[config.mk]
export PLATFORM = sky130hd
export DESIGN_NAME = game_controller_flat
export DESIGN_NICKNAME = d
export VERILOG_FILES = /design/src/rtl/game_controller_if.sv /design/src/rtl/game_controller.sv /design/src/flat_wrapper.sv
export SDC_FILE = /design/constraint.sdc
export NUM_CORES = 1
export LEC_CHECK = 0
export ABC_AREA = 1
export CAP_MARGIN = 20
export CORE_MARGIN = 2
export CORE_UTILIZATION = 49
export CTS_CLUSTER_SIZE = 12
export DETAILED_ROUTE_END_ITERATION = 10
export PLACE_DENSITY = 0.95
export SYNTH_ARGS = -nofsm -noshare
export SYNTH_HDL_FRONTEND = slang
export SYNTH_SLANG_ARGS = --single-unit
[constraint.sdc]
create_clock -name clk -period 4.3 [get_ports clk]
set_input_delay 0.86 -clock clk [delete_from_list [all_inputs] [get_ports clk]]
set_output_delay 0.86 -clock clk [all_outputs]
set_load 0.01 [all_outputs]
[src/rtl/game_controller_if.sv]
// Updater-facing bus of the Sudoku game sequencer.
//   master (game_controller): drives state, cursor index, map choice, gated
//                             button pulses, soft_reset, elapsed_seconds;
//                             reads visibilities and strikes.
//   slave  (board updater)  : the mirror view.
interface game_controller_if;
   logic [80:0] visibilities;
   logic [1:0]  strikes;
   logic [2:0]  current_state;
   logic [6:0]  index;
   logic [1:0]  map_select;
   logic        up_pulse;
   logic        down_pulse;
   logic        a_pulse;
   logic        b_pulse;
   logic        soft_reset;
   logic [9:0]  elapsed_seconds;

   modport master (
      input  visibilities, strikes,
      output current_state, index, map_select,
             up_pulse, down_pulse, a_pulse, b_pulse,
             soft_reset, elapsed_seconds
   );

   modport slave (
      output visibilities, strikes,
      input  current_state, index, map_select,
             up_pulse, down_pulse, a_pulse, b_pulse,
             soft_reset, elapsed_seconds
   );
endinterface

[src/rtl/game_controller.sv]
// Game sequencer for the Sudoku core: game FSM, board cursor, button edge
// detection, gated pulses to the board updater and win/loss decision.
//
// Ports:
//   clk, reset          clock, asynchronous active-high reset
//   up_in .. b_in       synchronized, debounced button levels
//   bus (master)        updater bus, see game_controller_if
//
// Parameters:
//   LOAD_CYCLES (1..15) cycles spent in CARREGANDO
//   CLK_HZ              clock frequency, only used by the play timer
//
// Build option: define GAME_TIMER_EN to build the play-time counter;
// otherwise elapsed_seconds is tied to zero.
//
// state               | meaning
// --------------------+----------------------------------------------
// INICIO        000   | idle, waiting for a
// ESCOLHER_MAPA 001   | up/down choose map, a starts loading
// CARREGANDO    010   | map ROM + updater load, LOAD_CYCLES cycles
// PERCORRER_TAB 011   | cursor moves over the board
// PERCORRER_NUM 100   | cell selected, pulses forwarded to updater
// VITORIA       101   | all cells revealed, a returns to INICIO
// DERROTA       110   | three strikes, a returns to INICIO
module game_controller #(
   parameter int LOAD_CYCLES = 2,
   parameter int CLK_HZ      = 50_000_000
) (
   input  logic clk,
   input  logic reset,
   input  logic up_in,
   input  logic down_in,
   input  logic left_in,
   input  logic right_in,
   input  logic a_in,
   input  logic b_in,
   game_controller_if.master bus
);

   typedef enum logic [2:0] {
      INICIO              = 3'b000,
      ESCOLHER_MAPA       = 3'b001,
      CARREGANDO          = 3'b010,
      PERCORRER_TABULEIRO = 3'b011,
      PERCORRER_NUMEROS   = 3'b100,
      VITORIA             = 3'b101,
      DERROTA             = 3'b110
   } state_t;

   localparam logic [3:0] LOAD_LAST = 4'(LOAD_CYCLES - 1);

   state_t     state, state_next;
   logic [3:0] row, row_next;
   logic [3:0] col, col_next;
   logic [6:0] index_q, index_next;
   logic [1:0] map_sel, map_next;
   logic [3:0] load_cnt, load_next;
   logic       soft_q, soft_next;

   logic prev_up, prev_down, prev_left, prev_right, prev_a, prev_b;
   logic rise_up, rise_down, rise_left, rise_right, rise_a, rise_b;
   logic in_numeros;
   logic game_over, lost;

   always_ff @(posedge clk or posedge reset) begin
      if (reset) begin
         prev_up    <= 1'b0;
         prev_down  <= 1'b0;
         prev_left  <= 1'b0;
         prev_right <= 1'b0;
         prev_a     <= 1'b0;
         prev_b     <= 1'b0;
      end else begin
         prev_up    <= up_in;
         prev_down  <= down_in;
         prev_left  <= left_in;
         prev_right <= right_in;
         prev_a     <= a_in;
         prev_b     <= b_in;
      end
   end

   assign rise_up    = up_in    & ~prev_up;
   assign rise_down  = down_in  & ~prev_down;
   assign rise_left  = left_in  & ~prev_left;
   assign rise_right = right_in & ~prev_right;
   assign rise_a     = a_in     & ~prev_a;
   assign rise_b     = b_in     & ~prev_b;

   // Combinational so the updater acts on the same edge as the FSM.
   assign in_numeros     = (state == PERCORRER_NUMEROS);
   assign bus.up_pulse   = rise_up   & in_numeros;
   assign bus.down_pulse = rise_down & in_numeros;
   assign bus.a_pulse    = rise_a    & in_numeros;
   assign bus.b_pulse    = rise_b    & in_numeros;

   // Loss outranks win if both happen together.
   assign lost      = (bus.strikes == 2'd3);
   assign game_over = lost | (&bus.visibilities);

   always_ff @(posedge clk or posedge reset) begin
      if (reset) begin
         state    <= INICIO;
         row      <= 4'd0;
         col      <= 4'd0;
         index_q  <= 7'd0;
         map_sel  <= 2'd0;
         load_cnt <= 4'd0;
         soft_q   <= 1'b0;
      end else begin
         state    <= state_next;
         row      <= row_next;
         col      <= col_next;
         index_q  <= index_next;
         map_sel  <= map_next;
         load_cnt <= load_next;
         soft_q   <= soft_next;
      end
   end

   always_comb begin
      state_next = state;
      row_next   = row;
      col_next   = col;
      map_next   = map_sel;
      load_next  = load_cnt;
      soft_next  = 1'b0;

      case (state)
         INICIO: begin
            if (rise_a) state_next = ESCOLHER_MAPA;
         end

         ESCOLHER_MAPA: begin
            if (rise_up)        map_next = map_sel + 2'd1;
            else if (rise_down) map_next = map_sel - 2'd1;
            if (rise_a) begin
               state_next = CARREGANDO;
               load_next  = 4'd0;
            end
         end

         CARREGANDO: begin
            if (load_cnt == LOAD_LAST) begin
               state_next = PERCORRER_TABULEIRO;
               row_next   = 4'd0;
               col_next   = 4'd0;
            end else begin
               load_next = load_cnt + 4'd1;
            end
         end

         PERCORRER_TABULEIRO: begin
            if (game_over) begin
               state_next = lost ? DERROTA : VITORIA;
            end else if (rise_up) begin
               row_next = (row == 4'd0) ? 4'd8 : row - 4'd1;
            end else if (rise_down) begin
               row_next = (row == 4'd8) ? 4'd0 : row + 4'd1;
            end else if (rise_left) begin
               col_next = (col == 4'd0) ? 4'd8 : col - 4'd1;
            end else if (rise_right) begin
               col_next = (col == 4'd8) ? 4'd0 : col + 4'd1;
            end else if (rise_a && !bus.visibilities[index_q]) begin
               state_next = PERCORRER_NUMEROS;
            end
         end

         PERCORRER_NUMEROS: begin
            if (game_over) begin
               state_next = lost ? DERROTA : VITORIA;
            end else if (rise_a || rise_b) begin
               state_next = PERCORRER_TABULEIRO;
            end
         end

         VITORIA, DERROTA: begin
            if (rise_a) begin
               state_next = INICIO;
               soft_next  = 1'b1;
            end
         end

         default: state_next = INICIO;
      endcase

      index_next = 7'(row_next) * 7'd9 + 7'(col_next);
   end

   assign bus.current_state = state;
   assign bus.index         = index_q;
   assign bus.map_select    = map_sel;
   assign bus.soft_reset    = soft_q;

`ifdef GAME_TIMER_EN
   localparam int PW = (CLK_HZ > 1) ? $clog2(CLK_HZ) : 1;
   localparam logic [PW-1:0] PRESCALE_LAST = PW'(CLK_HZ - 1);

   logic [PW-1:0] prescale;
   logic [9:0]    seconds;
   logic          playing;

   assign playing = (state == PERCORRER_TABULEIRO) || (state == PERCORRER_NUMEROS);

   always_ff @(posedge clk or posedge reset) begin
      if (reset) begin
         prescale <= '0;
         seconds  <= 10'd0;
      end else if (state != CARREGANDO && state_next == CARREGANDO) begin
         prescale <= '0;
         seconds  <= 10'd0;
      end else if (playing) begin
         if (prescale == PRESCALE_LAST) begin
            prescale <= '0;
            if (seconds != 10'd999) seconds <= seconds + 10'd1;
         end else begin
            prescale <= prescale + 1'b1;
         end
      end
   end

   assign bus.elapsed_seconds = seconds;
`else
   logic unused_clk_hz;
   assign unused_clk_hz       = (CLK_HZ > 0);
   assign bus.elapsed_seconds = 10'd0;
`endif

endmodule

[src/flat_wrapper.sv]
// flat-port wrapper written by rule: the top's interface ports become plain ports
module game_controller_flat 
#(
   parameter int LOAD_CYCLES = 2,
   parameter int CLK_HZ      = 50_000_000
)
  (clk, reset, up_in, down_in, left_in, right_in, a_in, b_in, bus_visibilities, bus_strikes, bus_current_state, bus_index, bus_map_select, bus_up_pulse, bus_down_pulse, bus_a_pulse, bus_b_pulse, bus_soft_reset, bus_elapsed_seconds);
  game_controller_if bus_i ();
  input  logic clk;
  input  logic reset;
  input  logic up_in;
  input  logic down_in;
  input  logic left_in;
  input  logic right_in;
  input  logic a_in;
  input  logic b_in;
  input wire logic [$bits(bus_i.visibilities)-1:0] bus_visibilities;
  input wire logic [$bits(bus_i.strikes)-1:0] bus_strikes;
  output wire logic [$bits(bus_i.current_state)-1:0] bus_current_state;
  output wire logic [$bits(bus_i.index)-1:0] bus_index;
  output wire logic [$bits(bus_i.map_select)-1:0] bus_map_select;
  output wire logic [$bits(bus_i.up_pulse)-1:0] bus_up_pulse;
  output wire logic [$bits(bus_i.down_pulse)-1:0] bus_down_pulse;
  output wire logic [$bits(bus_i.a_pulse)-1:0] bus_a_pulse;
  output wire logic [$bits(bus_i.b_pulse)-1:0] bus_b_pulse;
  output wire logic [$bits(bus_i.soft_reset)-1:0] bus_soft_reset;
  output wire logic [$bits(bus_i.elapsed_seconds)-1:0] bus_elapsed_seconds;
  assign bus_i.visibilities = bus_visibilities;
  assign bus_i.strikes = bus_strikes;
  assign bus_current_state = bus_i.current_state;
  assign bus_index = bus_i.index;
  assign bus_map_select = bus_i.map_select;
  assign bus_up_pulse = bus_i.up_pulse;
  assign bus_down_pulse = bus_i.down_pulse;
  assign bus_a_pulse = bus_i.a_pulse;
  assign bus_b_pulse = bus_i.b_pulse;
  assign bus_soft_reset = bus_i.soft_reset;
  assign bus_elapsed_seconds = bus_i.elapsed_seconds;
  game_controller #(.LOAD_CYCLES(LOAD_CYCLES), .CLK_HZ(CLK_HZ)) u_core (.clk(clk), .reset(reset), .up_in(up_in), .down_in(down_in), .left_in(left_in), .right_in(right_in), .a_in(a_in), .b_in(b_in), .bus(bus_i));
endmodule
=== Yosys cells after proc, flatten, opt, wreduce, memory -nomap -nowiden ===
Cells that the tools add are included.

* $mul: 1
* Bitwise logic cells: 17
* $lt $le $gt $ge: 1
* Reductions and logical operators: 13
* $add $sub $neg: 8
* Eq/ne operators: 21
* Muxes and demuxes: 39

{| class="wikitable"
|+ Operators by type and width
! kind !! count
|-
| AND reduction 81 bit || 1
|-
| 2-to-1 mux 4 bit || 16
|-
| 2-to-1 mux 3 bit || 12
|-
| one-hot mux 4 bit (2 select lines) || 3
|-
| one-hot mux 3 bit (6 select lines) || 1
|-
| != test 3 bit, second input constant || 5
|-
| adder 4 x 1 -> 4 bit, second input constant || 3
|-
| AND 1 bit || 10
|-
| AND reduction 10 bit || 1
|-
| == test 3 bit, second input constant || 3
|-
| == test 4 bit, second input constant || 2
|-
| logical NOT 4 bit || 2
|-
| less-than comparator 7 x 8 -> 1 bit, second input constant || 1
|-
| != test 2 x 1 -> 1 bit, second input constant || 4
|-
| subtractor 4 x 1 -> 4 bit, second input constant || 2
|-
| adder 7 x 4 -> 7 bit || 1
|-
| binary-select mux 1 bit (select 7 bit) || 1
|-
| multiplier 4 x 4 -> 7 bit, second input constant || 1
|-
| == test 3 x 2 -> 1 bit, second input constant || 2
|-
| 2-to-1 mux 2 bit || 3
|-
| inverter 1 bit || 6
|-
| == test 4 x 1 -> 1 bit, second input constant || 1
|-
| nonzero test 2 bit || 2
|-
| == test 3 x 1 -> 1 bit, second input constant || 1
|-
| other kinds (14) || 16
|}

* Flip-flop bits (word level): 31
* Output and inout port bits: 27

=== Longest topological paths before layout ===
Gate-level depths: netlist of the first run.

* Word-level depth: 11
* Depth in mapped cells: 22
* Mapped depth without buffers: 22

=== Worst setup path before layout of the first run ===
No wires, ideal clock.

* Path kind: in2reg
* Start: input bus_visibilities[24]
* End: register u_core.index_q[6], in the netlist u_core.bus.index[6]
* Path slack: 1.122 ns
* Arrival time: 3.099 ns
* Setup time: 0.079 ns
* Path buffers: 0
* Stages: 21
* Path through: nand2_1 -> nor2_1 -> nand2_1 -> nor3_1 -> nand2_1 -> nor2_2 -> nand2_2 -> nand2_2 -> nand2_1 -> nand2_1 -> nand2_2 -> a21oi_2 -> nor2_2 -> ha_1 -> ha_1 -> a21oi_1 -> nand2_1 -> nand2_1 -> nand2_1 -> a21oi_1 -> xor2_1

* Word-level cells in the longest chain between the ends: 6
* Elaborated cells between the ends (all ways): 8
* Classes of those cells: 1 x add/sub; 1 x mul; 4 x mux; 1 x bitwise; 1 x reduce/logical

{| class="wikitable"
|+ RTL lines
! what !! RTL line !! source
|-
| from (decl) || flat_wrapper.sv:17 || <nowiki>input wire logic [$bits(bus_i.visibilities)-1:0] bus_visibilities;</nowiki>
|-
| AND reduction 81 bit * || game_controller.sv:99 || <nowiki>assign game_over = lost | (&bus.visibilities);</nowiki>
|-
| bitwise OR 1 bit * || game_controller.sv:99 ||
|-
| 2-to-1 mux 4 bit || game_controller.sv:154 || <nowiki>if (game_over) begin</nowiki>
|-
| one-hot mux 4 bit (2 select lines) || game_controller.sv:129 || <nowiki>case (state)</nowiki>
|-
| multiplier 4 x 4 -> 7 bit || game_controller.sv:187 || <nowiki>index_next = 7'(row_next) * 7'd9 + 7'(col_next);</nowiki>
|-
| adder 7 x 4 -> 7 bit * || game_controller.sv:187 ||
|-
| net u_core.index_next[6] || game_controller.sv:55 || <nowiki>logic [6:0] index_q, index_next;</nowiki>
|-
| to (signal assigned) || game_controller.sv:114 || <nowiki>index_q <= index_next;</nowiki>
|-
| to (decl) || game_controller.sv:55 ||
|}

The timed path passes the listed nets; every way through them passes the cells marked *.
A chain may end at the register's enable or synchronous reset.

=== Final worst setup path of the first run ===
* Start: input bus_visibilities[10]
* End: register u_core.index_q[6], in the netlist u_core.bus.index[6]

* Word-level cells in the longest chain between the ends: 6
* Elaborated cells between the ends (all ways): 8
* Classes of those cells: 1 x add/sub; 1 x mul; 4 x mux; 1 x bitwise; 1 x reduce/logical

{| class="wikitable"
|+ RTL lines
! what !! RTL line !! source
|-
| AND reduction 81 bit || game_controller.sv:99 ||
|-
| bitwise OR 1 bit || game_controller.sv:99 ||
|-
| 2-to-1 mux 4 bit || game_controller.sv:154 ||
|-
| one-hot mux 4 bit (2 select lines) || game_controller.sv:129 ||
|-
| net u_core.row_next[0] || game_controller.sv:53 || <nowiki>logic [3:0] row, row_next;</nowiki>
|-
| multiplier 4 x 4 -> 7 bit || game_controller.sv:187 ||
|-
| adder 7 x 4 -> 7 bit || game_controller.sv:187 ||
|-
| net u_core.index_next[6] || game_controller.sv:55 ||
|}

The timed path passes the listed nets, and every way through them passes these cells.

==> run_results.csv, run 1 <==
group,metric,value,unit
outcome,status,"complete, no violations",
yosys,ys_warn_count,0,
yosys,synthFlopType,"dfrtp_1",
worst_setup_path,end_kind,"flip-flop",
yosys,synth_most_common_cell,"nand2_1",
worst_setup_path,r2r_slack,810,ps
power,combPwrFrac,61.1,%
worst_setup_path,cp_data_required_time,4500,ps
routing,vias_per_cell,5.62,
clock_network,cts_buffers,5,
routing,vias,4007,
power,p_switching,991,uW
yosys,synthTopCellsByCount,"nand2_1 (177), nand3_1 (75), inv_1 (60)",
clock_network,clkLatencyLatePin,280,ps
die,dieArea,7290,um^2
worst_setup_path,crit_start,"bus_visibilities[10]",
timing,clock_skew,9.44,ps
yosys,syn-instance-count,534,
power,power.internal,1.05,mW
die,die_w,85.4,um
timing,tightestPinTransition,678,ps
worst_setup_path,crit_type,"in -> reg",
worst_hold_path,whs_endpoint,"u_core.bus.map_select[1]",
die,die_h,85.4,um
yosys,ys_seq_area_share,23.9,%
die,start_util,50.8,%
yosys,ys_ff_latch,31,
placement,port_buffers,107,
layout,fin_area,4420,um^2
yosys,ys_top_cells_by_area,"dfrtp_1 (24%), nand2_1 (20%), nand3_1 (12%)",
layout,layout.nets,744,
clock_network,holdBufCountCts,0,
global_route,grt_pass1_wl,16.8,mm
clock_network,cts_tree,"done",
die,num_io_pins,118,
worst_setup_path,worstSetupStartpointType,"primary input",
worst_hold_path,min_from,"u_core.bus.map_select[1]",
yosys,yosysTopAreaCell,"dfrtp_1",
timing,hold_viol_final,0,
worst_setup_path,r2r_start,"u_core.row[0]",
worst_setup_path,rr_worst_depth,19,
routing,drcViolationCount,0,
layout,antenna_cells,0,
placement,hpwl,8.07,mm
timing,final-setup-viol-count,0,
global_route,grt_pass1_vias,3817,
power,p_leak,2.14,nW
power,sequentialPowerShare,25.3,%
global_route,grt_start_max_net_pins,41,
routing,wirelength,10.2,mm
timing,rsz0062_at_grt,"no",
yosys,async_flop_share,100,%
routing,drtAntennaViolNets,0,
layout,final-instance-count-excl-fill,713,
power,vdd_drop_max,0.408,mV
worst_setup_path,reg2reg_to,"u_core.bus.index[6]",
routing,dr.pass1.iters,5,
global_route,overflow,0,
clock_network,cts.sinks,31,
clock_network,cts_setup_buffers,0,
clock_network,path_clk_slew,60,ps
power,switching_share,48.7,%
worst_setup_path,worstPathMaxFanout,5,
yosys,avgSynthCellArea,6.07,um^2
placement,dp_cells,706,
worst_hold_path,min_path_type,"reg -> reg",
worst_setup_path,crit_arrival,4080,ps
yosys,synth.distinct_cells,29,
yosys,synth_area,3240,um^2
timing,maxSlewHeadroom,54.8,%
layout,area_growth,36.3,%
worst_hold_path,min_path_cells,1,
timing,min_period,3880,ps
placement,dp_slack,212,ps
yosys,synth_edf_count,0,
timing,fin_setup_tns,0,ps
die,rows,29,
clock_network,post_cts_resized,0,
timing,worst_slack,415,ps
routing,first_iter_violations,302,
yosys,yosysTopAreaCellShare,23.9,%
placement,gp_congestion,0.946,
timing,finalMaxSlewViolations,0,
timing,fin_crit_sh,90.3,%
clock_network,root_buffer,"clkbuf_8",
clock_network,clk_path_buf_depth,2,
layout,drive_gt1_share,4.25,%
die,floorplan.core_area,6390,um^2
global_route,gr-usage-all-layers,28.0,%
power,p_clk_share,13.6,%
layout,utilization,69.2,%
job,cap_violations,0,
placement,dpl_cell_area,4320,um^2
global_route,antenna_found_initial,0,
clock_network,htree_num_levels,2,
timing,fmax,0.257,GHz
routing,wl_per_cell,14.3,um
power,p_per_area,461,nW/um^2
## sequential cells by signal, summed over array words and instances, names as in the netlist
register,cells
u_core.bus.index,7
u_core.col,4
u_core.load_cnt,4
u_core.row,4
u_core.bus.current_state,3
u_core.bus.map_select,2
u_core.bus.soft_reset,1
u_core.prev_a,1
u_core.prev_b,1
u_core.prev_down,1
u_core.prev_left,1
u_core.prev_right,1
u_core.prev_up,1
## metrics by stage
step,power (mW),hold slack (ps)
finish,2.04,468
global route,2.20,474
floorplan,1.36,498
global placement,1.67,455
CTS,2.01,471
detailed placement,1.73,462
## routing by layer
layer / vias to the layer above / share of wire [%] / GRT usage (%)
li1: 1919 / - / -
met1: 1841 / 40 / 33.5
met2: 202 / 49 / 50.5
met3: 45 / 7.4 / 3.79
met4: 0 / 3.7 / 11.0
met5: - / 0 / 0
## power groups by stage
| stage | clock network (mW) | logic, mW | registers (mW) |
|---|---|---|---|
| after floorplan | 0 | 0.886 | 0.470 |
| after CTS | 0.277 | 1.22 | 0.510 |
| after global placement | 0 | 1.16 | 0.509 |
| after detailed placement | 0 | 1.22 | 0.515 |
| after global routing | 0.287 | 1.39 | 0.529 |
| final | 0.277 | 1.24 | 0.515 |
## how the worst max path moves through the flow
stage / end / slack, ps / cells after the start
finish: u_core.bus.index[6] / 420 / 22
global route: u_core.bus.index[6] / 120 / 22
CTS: u_core.bus.index[6] / 490 / 22
detailed placement: u_core.bus.index[6] / 210 / 22
global placement: u_core.bus.index[5] / 420 / 19
floorplan: u_core.bus.index[6] / 1120 / 21
## cells by family (layout without fill, tap and decap cells)
group                    count (synthesis)  in the layout  share of synthesized area [%]
AND/OR/NAND/NOR                        332            332                           44.5
buffers and inverters                   87            180                           12.5
AO/OA/AOI/OAI                           56             56                           9.49
flip-flops                              31             31                           23.9
adder cells (fa/ha/maj)                 17             17                           6.79
XOR/XNOR                                10             10                           2.70
other                                    1             10                          0.116
## cell type report
cell class | count | area [um^2]
Clock buffer | 6 | 72.6
Clock inverter | 1 | 30.0
Fill cell | 504 | 1970
Inverter | 63 | 236
Multi-Input combinational cell | 425 | 2100
Sequential cell | 31 | 776
Tap cell | 77 | 96.3
Timing Repair Buffer | 110 | 1110
## worst max-delay path, stage by stage
cell and delay, ps:
clkdlybuf4s50_1 490, nand2_1 60, nor2_1 100, nand3_1 80, nor2_1 110, nand2_1 80
nor2_2 200, nand2_2 110, nand2_2 120, nand2_1 60, nand3_1 100, nand2_1 110
nor2_1 130, nor2_2 60, ha_1 300, ha_1 360, a21oi_1 160, nand2_1 110
nand2_1 80, nand2_1 50, a21oi_1 180, xor2_1 180
## layout by cell type (no fill, tap or decap)
cell type        netlist  final
buf_16                 0      1
nand3b_1               4      4
o22ai_1                5      5
nand2_1              177    177
nor2_4                 1      1
nand3_1               75     75
or2_1                  1      1
inv_2                  3      3
xor2_1                10     10
dfrtp_1               31     31
conb_1                 1     10
bufinv_16              0      1
a21oi_1               24     24
ha_1                  16     16
clkdlybuf4s50_1        0    107
nand4_1               15     15
o211ai_1               3      3
nor2_2                 6      6
o21ai_0               19     19
clkbuf_1               1      1
buf_4                 15      2
nor3_1                 5      5
o31ai_1                2      2
a31oi_1                1      1
nand2_2                5      5
clkbuf_8               0      5
nor3_2                 1      1
fa_1                   1      1
inv_1                 60     60
a21oi_2                2      2
nor2_1                42     42
No activity file was read; power rests on OpenSTA's default activity.
==> run 2: changes to the inputs <==
--- a/config.mk
+++ b/config.mk
@@ -12,6 +12,8 @@
 export CTS_CLUSTER_SIZE = 12
 export DETAILED_ROUTE_END_ITERATION = 10
 export PLACE_DENSITY = 0.95
+export REMOVE_ABC_BUFFERS = 1
 export SYNTH_ARGS = -nofsm -noshare
 export SYNTH_HDL_FRONTEND = slang
 export SYNTH_SLANG_ARGS = --single-unit
+export TNS_END_PERCENT = 5
==> run 2 against run 1 <==
Effect of this change: wire length rose by 1.4%; via count fell by 2.5%; clock-buffer cell count rose by 1; power fell by 1.0%; flip-flop and latch count did not move; critical path depth did not move; combinational power barely moved; setup slack improved by 120 ps; critical path type unchanged.
==> run_results.csv, run 2 (synthesis gave the netlist of run 1 again) <==
group,metric,value,unit
worst_setup_path,worst_path_largest_cell_delay,480,ps
power,total_power,2.02,mW
clock_network,post_cts_resized,0,
routing,wirelength,10.4,mm
timing,maxSlewHeadroom,54.0,%
die,floorplan.core_area,6390,um^2
timing,finalMaxSlewViolations,0,
routing,dr.pass1.iters,5,
layout,largest_register_ffs,7,
layout,antenna_cells,0,
placement,port_buffers,107,
power,p_leak,2.13,nW
clock_network,cts_tree,"done",
timing,hold_ws,471,ps
timing,hold_viol_final,0,
die,dieArea,7290,um^2
clock_network,root_buffer,"clkbuf_8",
timing,fin_crit_sh,87.5,%
layout,utilization,68.8,%
worst_setup_path,crit_arrival,3980,ps
timing,worst_slack,537,ps
power,vdd_drop_max,0.300,mV
global_route,overflow,0,
worst_setup_path,worstPathMaxFanout,5,
layout,layout.nets,743,
global_route,grt_pass1_wl,17.0,mm
worst_hold_path,min_path_type,"reg -> reg",
placement,dp_cells,705,
worst_setup_path,crit_chain,"clkdlybuf4s50_1 -> nand2_1 -> nor2_1 -> nand2_1 -> nor3_1 -> nand2_1 -> nor2_2 -> nand2_2 -> nand2_2 -> nand2_1 -> nand2_1 -> nand2_2 -> a21oi_2 -> nor2_2 -> ha_1 -> ha_1 -> a21oi_1 -> nand2_1 -> nand2_1 -> nand2_1 -> a21oi_1 -> xor2_1",
timing,final-setup-viol-count,0,
timing,fin_setup_tns,0,ps
timing,fmax,0.266,GHz
worst_setup_path,cp_common_cell,"nand2_1",
layout,area_growth,35.5,%
placement,hpwl,7.98,mm
worst_setup_path,worstSetupStartpointType,"primary input",
routing,wl_per_cell,14.5,um
clock_network,path_clk_slew,70,ps
worst_setup_path,end_kind,"flip-flop",
die,start_util,50.8,%
placement,dpl_cell_area,4290,um^2
layout,fin_area,4390,um^2
timing,rsz0062_at_grt,"no",
routing,drtAntennaViolNets,0,
global_route,antenna_found_initial,0,
routing,first_iter_violations,312,
global_route,grt_pass1_vias,3752,
job,cap_violations,0,
placement,gp_congestion,0.928,
timing,min_period,3760,ps
outcome,status,"complete, no violations",
layout,layout_commonest_cell,"nand2_1",
routing,vias,3905,
global_route,grt_start_max_net_pins,44,
layout,drive_gt1_share,4.40,%
die,die_h,85.4,um
clock_network,cts.sinks,31,
clock_network,clk_path_buf_depth,2,
die,die_w,85.4,um
power,p_per_area,459,nW/um^2
layout,final-instance-count-excl-fill,713,
clock_network,clkLatencyLatePin,290,ps
worst_setup_path,cp_data_required_time,4510,ps
clock_network,holdBufCountCts,0,
timing,clock_skew,8.94,ps
routing,drcViolationCount,0,
placement,dp_slack,281,ps
worst_setup_path,crit_type,"in -> reg",
clock_network,htree_num_levels,2,
layout,layout_common_cells,"nand2_1 (177), clkdlybuf4s50_1 (107), nand3_1 (75)",
timing,tightestPinTransition,690,ps
routing,vias_per_cell,5.48,
clock_network,cts_buffers,5,
clock_network,cts_setup_buffers,0,
die,rows,29,
global_route,gr-usage-all-layers,28.8,%
worst_setup_path,critPathSlowestCell,"clkdlybuf4s50_1",
die,num_io_pins,118,
run 2: cell count changes in the layout (fill, tap and decap cells not counted):
| cell | delta |
|---|---|
| bufinv_16 | -1 |
| clkinvlp_4 | +1 |
| clkbuf_8 | +2 |
| buf_16 | -1 |
| clkbuf_1 | -1 |
run 2: worst paths after layout:
path	depth (start not counted)	slack, ps	start	endpoint
setup reg to reg	19	1000	u_core.row[0]	u_core.bus.index[6]
hold / removal	1	470	u_core.bus.map_select[1]	u_core.bus.map_select[1]
min in group asynchronous	3	940	reset	u_core.bus.map_select[0]
max in group asynchronous	3	3070	reset	u_core.row[0]
hold reg to reg	1	470	u_core.bus.map_select[1]	u_core.bus.map_select[1]
setup / recovery	22	540	bus_visibilities[25]	u_core.bus.index[6]
run 2: report_power, final:
part / total [mW] / internal, mW / switching (mW) / leakage [nW]
Clock: 0.264 / 0.146 / 0.119 / 0.0505
Combinational: 1.25 / 0.496 / 0.759 / 1.68
Sequential: 0.497 / 0.376 / 0.121 / 0.401
Total: 2.02 / 1.02 / 0.998 / 2.13
run 2: metal layers:
layer	wire [um]	track usage, %
met1	4120	34.8
met2	5010	50.5
met3	845	3.60
met4	391	13.9
met5	0	0
run 2: final cells by class:
cell class / instances / area [um^2]
Multi-Input combinational cell: 425 / 2100
Fill cell: 538 / 1990
Timing Repair Buffer: 109 / 1090
Sequential cell: 31 / 776
Inverter: 63 / 236
Clock buffer: 7 / 96.3
Tap cell: 77 / 96.3
Clock inverter: 1 / 7.51
run 2: worst max-delay path, delay by kind of cell:
kind / cells / cell delay (ps)
compound gates: 3 / 450
buf+inv: 1 / 480
simple gates: 15 / 1400
xor+xnor: 1 / 150
fa+ha+maj: 2 / 640
==> run 3: changes to the inputs <==
--- a/config.mk
+++ b/config.mk
@@ -6,7 +6,7 @@
 export NUM_CORES = 1
 export LEC_CHECK = 0
 export ABC_AREA = 1
-export CAP_MARGIN = 20
+export CAP_MARGIN = 25
 export CORE_MARGIN = 2
 export CORE_UTILIZATION = 49
 export CTS_CLUSTER_SIZE = 12
==> results of run 3 <==
Final layout, timing and power as in run 2 (identical DEF).
